--- src/rtl/instruction_fetch.sv ---
// Instruction-fetch stage: owns the PC, talks to instruction memory over a
// request/ready handshake and drives the IF/ID register toward decode.
module instruction_fetch #(
    parameter logic [31:0] RESET_VECTOR = 32'h0000_0000,
    parameter int          PC_STEP      = 4
) (
    input  logic        clk,
    input  logic        reset,
    input  logic        stall,
    input  logic        branchTaken,
    input  logic [31:0] branchTarget,
    output logic [31:0] instrAddress,
    output logic        instrRequest,
    input  logic        instrReady,
    input  logic [31:0] instrData,
    output logic [31:0] instruction,
    output logic [31:0] programCounterOut,
    output logic        instructionValid
);

    localparam logic [31:0] STEP = 32'(PC_STEP);

    typedef enum logic [1:0] {IDLE, FETCH, HOLD, DISCARD} fetchState;

    typedef struct packed {
        logic [31:0] instr;
        logic [31:0] pcPlus;
        logic        valid;
    } ifIdReg;

    localparam ifIdReg BUBBLE = '{instr: 32'h0, pcPlus: 32'h0, valid: 1'b0};

    fetchState   state, stateNext;
    ifIdReg      ifId, ifIdNext;
    logic [31:0] pc, pcNext;
    logic [31:0] pcPlusStep;
    logic [31:0] abandonAddr, abandonNext;
    logic [31:0] holdBuf, holdNext;
    logic [31:0] redirectPc;

    assign pcPlusStep = pc + STEP;
    assign redirectPc = {branchTarget[31:2], 2'b00};

    // Memory side is driven from registered state only.
    assign instrRequest = (state == FETCH) || (state == DISCARD);
    assign instrAddress = (state == DISCARD) ? abandonAddr : pc;

    assign instruction       = ifId.instr;
    assign programCounterOut = ifId.pcPlus;
    assign instructionValid  = ifId.valid;

    always_comb begin
        stateNext   = state;
        pcNext      = pc;
        abandonNext = abandonAddr;
        holdNext    = holdBuf;
        ifIdNext    = ifId;

        if (branchTaken) begin
            // Flush beats stall; an in-flight request must still be drained.
            ifIdNext = BUBBLE;
            pcNext   = redirectPc;
            holdNext = 32'h0;
            unique case (state)
                FETCH: begin
                    if (!instrReady) begin
                        stateNext   = DISCARD;
                        abandonNext = pc;
                    end else begin
                        stateNext = FETCH;
                    end
                end
                DISCARD: stateNext = DISCARD;
                default: stateNext = FETCH;
            endcase
        end else begin
            unique case (state)
                IDLE: stateNext = FETCH;
                FETCH: begin
                    if (instrReady && !stall) begin
                        ifIdNext = '{instr: instrData, pcPlus: pcPlusStep, valid: 1'b1};
                        pcNext   = pcPlusStep;
                    end else if (instrReady) begin
                        holdNext  = instrData;
                        stateNext = HOLD;
                    end else if (!stall) begin
                        ifIdNext = BUBBLE;
                    end
                end
                HOLD: begin
                    if (!stall) begin
                        ifIdNext  = '{instr: holdBuf, pcPlus: pcPlusStep, valid: 1'b1};
                        pcNext    = pcPlusStep;
                        stateNext = FETCH;
                    end
                end
                DISCARD: begin
                    ifIdNext = BUBBLE;
                    if (instrReady) stateNext = FETCH;
                end
                default: stateNext = IDLE;
            endcase
        end
    end

    always_ff @(posedge clk) begin
        if (reset) begin
            state       <= IDLE;
            pc          <= RESET_VECTOR;
            abandonAddr <= 32'h0;
            holdBuf     <= 32'h0;
            ifId        <= BUBBLE;
        end else begin
            state       <= stateNext;
            pc          <= pcNext;
            abandonAddr <= abandonNext;
            holdBuf     <= holdNext;
            ifId        <= ifIdNext;
        end
    end

endmodule

--- config.mk ---
export PLATFORM = sky130hd
export DESIGN_NAME = instruction_fetch
export DESIGN_NICKNAME = d
export VERILOG_FILES = /design/src/rtl/instruction_fetch.sv
export SDC_FILE = /design/constraint.sdc
export NUM_CORES = 1
export LEC_CHECK = 0
export CELL_PAD_IN_SITES_DETAIL_PLACEMENT = 0
export CELL_PAD_IN_SITES_GLOBAL_PLACEMENT = 1
export CORE_MARGIN = 3
export CORE_UTILIZATION = 39
export CTS_CLUSTER_SIZE = 10
export DETAILED_ROUTE_END_ITERATION = 12
export PLACE_DENSITY_LB_ADDON = 0.1
export REMOVE_ABC_BUFFERS = 1
export SLEW_MARGIN = 20
export SYNTH_ARGS = -nofsm -noshare
export SYNTH_HDL_FRONTEND = slang
export SYNTH_SLANG_ARGS = --single-unit
export TNS_END_PERCENT = 5
--- constraint.sdc ---
create_clock -name clk -period 3.75 [get_ports clk]
set_clock_uncertainty 0.05 [all_clocks]
set_input_delay 1.125 -clock clk [delete_from_list [all_inputs] [get_ports clk]]
set_output_delay 1.125 -clock clk [all_outputs]
set_load 0.005 [all_outputs]
==> results.toml, run 1 <==
[run_status]
status = "complete, no violations"

[synthesis]
synth_area_um2 = 6960
async_flop_share_pct = 0
seq_area_frac_synth_pct = 45.1
synth_cell_types = 45
syn_area_per_cell_um2 = 8.10
yosys_warnings = 0
syn-instance-count = 860
ys_ff_latch = 157
synth_edf_count = 0
synth_ff_type = "dfxtp_1"

[power_and_ir_drop]
power.net_switching_mw = 0.961
peakVddDrop_v = 0.000328
comb_power_share_pct = 11.6
switching_share_pct = 23.9
p_leak_nw = 3.20
p_int_mw = 3.05
pwr-share-seq_pct = 44.5
p_clk_share_pct = 43.9
power_density_nw_per_um2 = 432

[placement]
pre_cts_ws_ns = 0.541
place.gp.congestion = 0.802
hpwl_um = 13200
dp_cells = 1182
port_buffers = 160

[floorplanning]
io_pins = 167
die_area_um2 = 19500
initial_core_util_pct = 40.0
die_y_um = 140
rows = 48
die_w_um = 140
core_area_um2 = 17400

[cts]
cts_tree = "built"
cts-htree-levels = 4
clk_latency_ns = 0.42
cts_resized = 0
clockBufferDepth = 2
holdBufCountCts = 0
clk_pin_slew_ns = 0.06
cts_root_buf = "clkbuf_16"
cts_sinks = 157
cts_setup_buffers = 0
numCtsBuffers = 17

[critical_path]
r2r_setup_slack_ns = 1.20
timing.rr.end = "pc[28]$_SDFFE_PP0P_"
start_kind = "flop"
crit_fanout = 30
reg2reg_from = "pc[2]$_SDFFE_PP0P_"
required_ns = 2.57
worstSetupEndpointType = "primary output"
reg2reg_depth = 6
cp_data_arrival_time_ns = 2.23
setup.worst_path.class = "reg -> out"

[timing]
rsz0062_at_grt = "false"
final_max_slew_viol_count = 0
max-slew-margin-rel_pct = 41.6
fmax_ghz = 0.294
hold_violations = 0
min_period_ns = 3.40
totalNegativeSetupSlack_ns = 0
worst_slack_ns = 0.345
final-setup-viol-count = 0
holdWs_ns = 0.401
worst_pin_slew_ns = 0.869
fin_crit_sh_pct = 90.8

[cells_and_area]
drive_gt1_share_pct = 9.50
diodes = 0
nets = 1046
final_common_cell = "nand2_1"
mostFrequentLayoutCells = "nand2_1, clkdlybuf4s50_1, dfxtp_1"
syn2layout_area_growth_pct = 33.4
fin_cells = 1214
fin_util_pct = 53.4

[min_path]
worstHoldStart = "abandonAddr[16]$_SDFFE_PP0P_"
worstHoldPathCells = 2
min_to = "abandonAddr[16]$_SDFFE_PP0P_"
hold_class = "reg -> reg"

[drt]
viasPerCell = 5.41
wire_per_inst_um = 16.9
first_pass_iters = 5
final_antenna_net_count = 0
drc_errors = 0
vias = 6570
drt_iter0_drc = 563
routed_wl_um = 20500

[grt]
grt_pass1_wl_um = 33000
grt_usage_pct = 20.8
antenna_found_initial = 0
grt_max_degree = 63
grt_pass1_vias = 6412
gr-total-overflow = 0

[run]
drv_cap = 0
## how the worst max path moves through the flow
stage / depth (start not counted) / from / end / slack, ns
global placement: 6 / instrReady / pc[6]$_SDFFE_PP0P_ / 0.60
detailed placement: 6 / instrReady / pc[6]$_SDFFE_PP0P_ / 0.54
CTS: 4 / state[1]$_SDFFE_PP0P_ / instrAddress[16] / 0.32
floorplan: 4 / instrReady / instruction[0]$_SDFFE_PP0P_ / 0.45
finish: 4 / state[1]$_SDFFE_PP0P_ / instrAddress[16] / 0.35
global route: 4 / state[1]$_SDFFE_PP0P_ / instrAddress[31] / 0.22
## synthesized netlist by cell type (2+ instances only)
cell type	n	area, µm²
nor3_1	37	185
and3_1	10	62.6
or2_2	2	12.5
buf_4	4	30.0
nand2_1	169	634
xor2_1	29	254
nor3_2	4	40.0
a21boi_0	2	15.0
inv_1	7	26.3
nor2b_1	3	18.8
and2_1	3	18.8
nor2_1	76	285
xnor2_1	16	140
nand4_1	17	106
a22oi_1	6	45.0
mux2i_1	2	20.0
a221oi_1	33	289
buf_1	3	11.3
buf_2	11	55.1
dfxtp_1	157	3140
a311oi_1	5	43.8
a21oi_1	76	380
nor4_1	3	18.8
a211oi_1	15	113
o22ai_1	5	31.3
mux2_2	30	338
o21ai_0	30	150
a21o_1	2	15.0
nand3_1	17	85.1
nand2b_1	2	12.5
clkbuf_1	67	251
or3_1	4	25.0
## final cells by class
class	instances	area, µm²
Clock buffer	21	470
Inverter	7	26.3
Fill cell	1619	8120
Multi-Input combinational cell	614	3480
Sequential cell	157	3140
Tap cell	225	282
Clock inverter	11	140
Timing Repair Buffer	179	1750
## metrics by stage
stage               total power [mW]  instance area, µm²
detailed placement              2.29                8680
global route                    4.18                9290
CTS                             4.05                9290
global placement                2.28                8680
floorplan                       2.01                6630
finish                          4.01                9290
## routing by layer
layer / track usage [%] / wire length, µm
met1: 27.5 / 9560
met2: 34.2 / 9470
met3: 4.57 / 1180
met4: 6.27 / 280
met5: 0 / 0
## worst max-delay path, cell delays in order, from the launching register on
cell	delay, ns
dfxtp_1	0.41
nand2_1	0.10
buf_4	0.43
mux2_2	0.39
clkdlybuf4s50_1	0.49
## power groups by stage
stage | logic, mW | clock network [mW] | registers (mW)
final | 0.464 | 1.76 | 1.79
after global routing | 0.509 | 1.88 | 1.79
after CTS | 0.467 | 1.80 | 1.78
after detailed placement | 0.464 | 0 | 1.82
after global placement | 0.459 | 0 | 1.82
after floorplan | 0.205 | 0 | 1.81
## kinds of logic after synthesis
group | synth area share, %
and+or+nand+nor | 22.4
xor gates and xnor gates | 5.66
other | 0.0538
buffers and inverters | 5.37
muxes | 5.14
AOI/OAI and AO/OA | 16.1
adders and majority gates | 0.180
DFF | 45.1
## flip-flops by register name (all words and copies together) (netlist names)
signal	cells
holdBuf	32
pc	30
programCounterOut	30
instructionValid	1
abandonAddr	30
instruction	32
state	2
(Power assumes the default switching activity.)
==> run 2: changes to the inputs <==
--- a/config.mk
+++ b/config.mk
@@ -11,8 +11,9 @@
 export CORE_UTILIZATION = 39
 export CTS_CLUSTER_SIZE = 10
 export DETAILED_ROUTE_END_ITERATION = 12
-export PLACE_DENSITY_LB_ADDON = 0.1
+export PLACE_DENSITY_LB_ADDON = 0.3
 export REMOVE_ABC_BUFFERS = 1
+export SETUP_SLACK_MARGIN = 0.3
 export SLEW_MARGIN = 20
 export SYNTH_ARGS = -nofsm -noshare
 export SYNTH_HDL_FRONTEND = slang
==> run 2 against run 1 <==
Effect of this change:
- sequential power hardly changed
- global-route usage is 0.25 points lower
- via count is 3.7% lower
- flip-flop and latch count stayed put
- final cell count is 0.33% higher
- die area stayed put
- combinational power hardly changed
- core utilization hardly changed
- total power is 2.5% lower
- critical endpoint is now instrAddress[14]
- largest power group unchanged
==> results.toml, run 2 (synthesis results as in run 1) <==
[cts]
cts_sinks = 157
numCtsBuffers = 17
cts_tree = "built"
clk_pin_slew_ns = 0.06
cts_root_buf = "clkbuf_16"
cts_setup_buffers = 0
clockBufferDepth = 2
clk_latency_ns = 0.43
cts-htree-levels = 4

[grt]
grt_max_degree = 63
grt_pass1_vias = 6125
grt_usage_pct = 20.5
antenna_found_initial = 0
gr-total-overflow = 0
grt_pass1_wl_um = 32700

[drt]
vias = 6326
final_antenna_net_count = 0
drt_iter0_drc = 395
wire_per_inst_um = 16.4
routed_wl_um = 20000
viasPerCell = 5.19
first_pass_iters = 5
drc_errors = 0

[cells_and_area]
drive_gt1_share_pct = 9.87
mostFrequentLayoutCells = "nand2_1, clkdlybuf4s50_1, dfxtp_1"
syn2layout_area_growth_pct = 33.4
diodes = 0
final_common_cell = "nand2_1"
final.fill_count = 1662
nets = 1050

[floorplanning]
core_area_um2 = 17400
io_pins = 167
die_y_um = 140
die_w_um = 140
rows = 48
initial_core_util_pct = 40.0
die_area_um2 = 19500

[critical_path]
setup.worst_path.class = "reg -> out"
worstSetupEndpointType = "primary output"
path_cells = "nand2_1 -> buf_6 -> mux2_2 -> clkdlybuf4s50_1"
crit_fanout = 30
path_buf_inv = 2
required_ns = 2.57
cp_data_arrival_time_ns = 2.13
cpMaxStageDelayCell = "clkdlybuf4s50_1"
cpPeakStageDelay_ns = 0.45
path_delay_family = "buffers and inverters"
start_kind = "flop"

[timing]
rsz0062_at_grt = "false"
final-setup-viol-count = 0
worst_pin_slew_ns = 0.844
final_max_slew_viol_count = 0
fin_crit_sh_pct = 88.3
min_period_ns = 3.31
hold_violations = 0
max-slew-margin-rel_pct = 43.2
fmax_ghz = 0.302
totalNegativeSetupSlack_ns = 0

[placement]
hpwl_um = 12900
port_buffers = 160
place.gp.congestion = 0.801

[min_path]
hold_class = "reg -> reg"

[power_and_ir_drop]
peakVddDrop_v = 0.000311
power_density_nw_per_um2 = 421
p_leak_nw = 3.19
design_power_total_mw = 3.91

[run]
drv_cap = 0

[run_status]
status = "complete, no violations"
[run 2: cell count changes in the layout (fill, tap and decap cells not counted), sizes merged]
cell	before	now
clkinvlp	4	6
clkbuf	21	20
inv	7	8
bufinv	3	1
buf	20	24
[run 2: where the power goes]
group	switching, mW	internal (mW)	leakage [nW]
registers	0.0649	1.72	1.28
clock network	0.710	0.951	0.261
logic	0.225	0.239	1.66
[run 2: layout make-up]
cell class	count	area [µm²]	share of cell area (%)
Multi-Input combinational cell	614	3480	37.5
Inverter	7	26.3	0.283
Clock buffer	20	457	4.92
Sequential cell	157	3140	33.8
Timing Repair Buffer	183	1790	19.2
Tap cell	225	282	3.03
Clock inverter	12	115	1.24
[run 2: through the flow]
stage	setup slack [ns]	hold WS, ns	util [%]	cell area (µm²)	std cells
after global placement	0.504	0.388	50.0	8710	1186
after detailed placement	0.476	0.395	50.0	8710	1186
after floorplan	0.445	0.378	-	6630	778
after global routing	0.346	0.419	53.3	9290	1218
final	0.440	0.401	53.3	9290	1218
after CTS	0.330	0.404	53.3	9280	1218
[run 2: worst paths after layout]
| path | start | end | slack, ns | cells after the start |
|---|---|---|---|---|
| worst max-delay path | state[1]$_SDFFE_PP0P_ | instrAddress[14] | 0.44 | 4 |
| worst min-delay path | programCounterOut[31]$_SDFFE_PP0P_ | programCounterOut[31]$_SDFFE_PP0P_ | 0.40 | 2 |
| worst max register to register | pc[2]$_SDFFE_PP0P_ | pc[28]$_SDFFE_PP0P_ | 1.09 | 6 |
| worst min register to register | programCounterOut[31]$_SDFFE_PP0P_ | programCounterOut[31]$_SDFFE_PP0P_ | 0.40 | 2 |
[run 2: metal layers]
layer  routed length (µm)  GRT usage, %  part of all wire (%)  vias up
met4                  223          5.15                   1.1        0
met1                 9530          28.6                    48     2940
met5                    0             0                     0        -
met3                 1030          4.60                   5.2       17
met2                 9180          32.5                    46      168
li1                     -             -                     -     3201
[run 2: what timing repair did]
item | 4_1_cts | 5_1_grt
endpoints found under the setup margin | 0 | 26
gates resized for setup | 0 | 1
endpoints found under the hold margin | 0 | 0
hold buffers | 0 | 0
[run 2: worst register-to-register path, stage by stage, from the launching register on]
cell and delay, ns:
dfxtp_1 0.49, ha_1 0.26, nand3_1 0.31, nor3_2 0.59, nand4_1 0.28, or3_1 0.37
a311oi_1 0.24
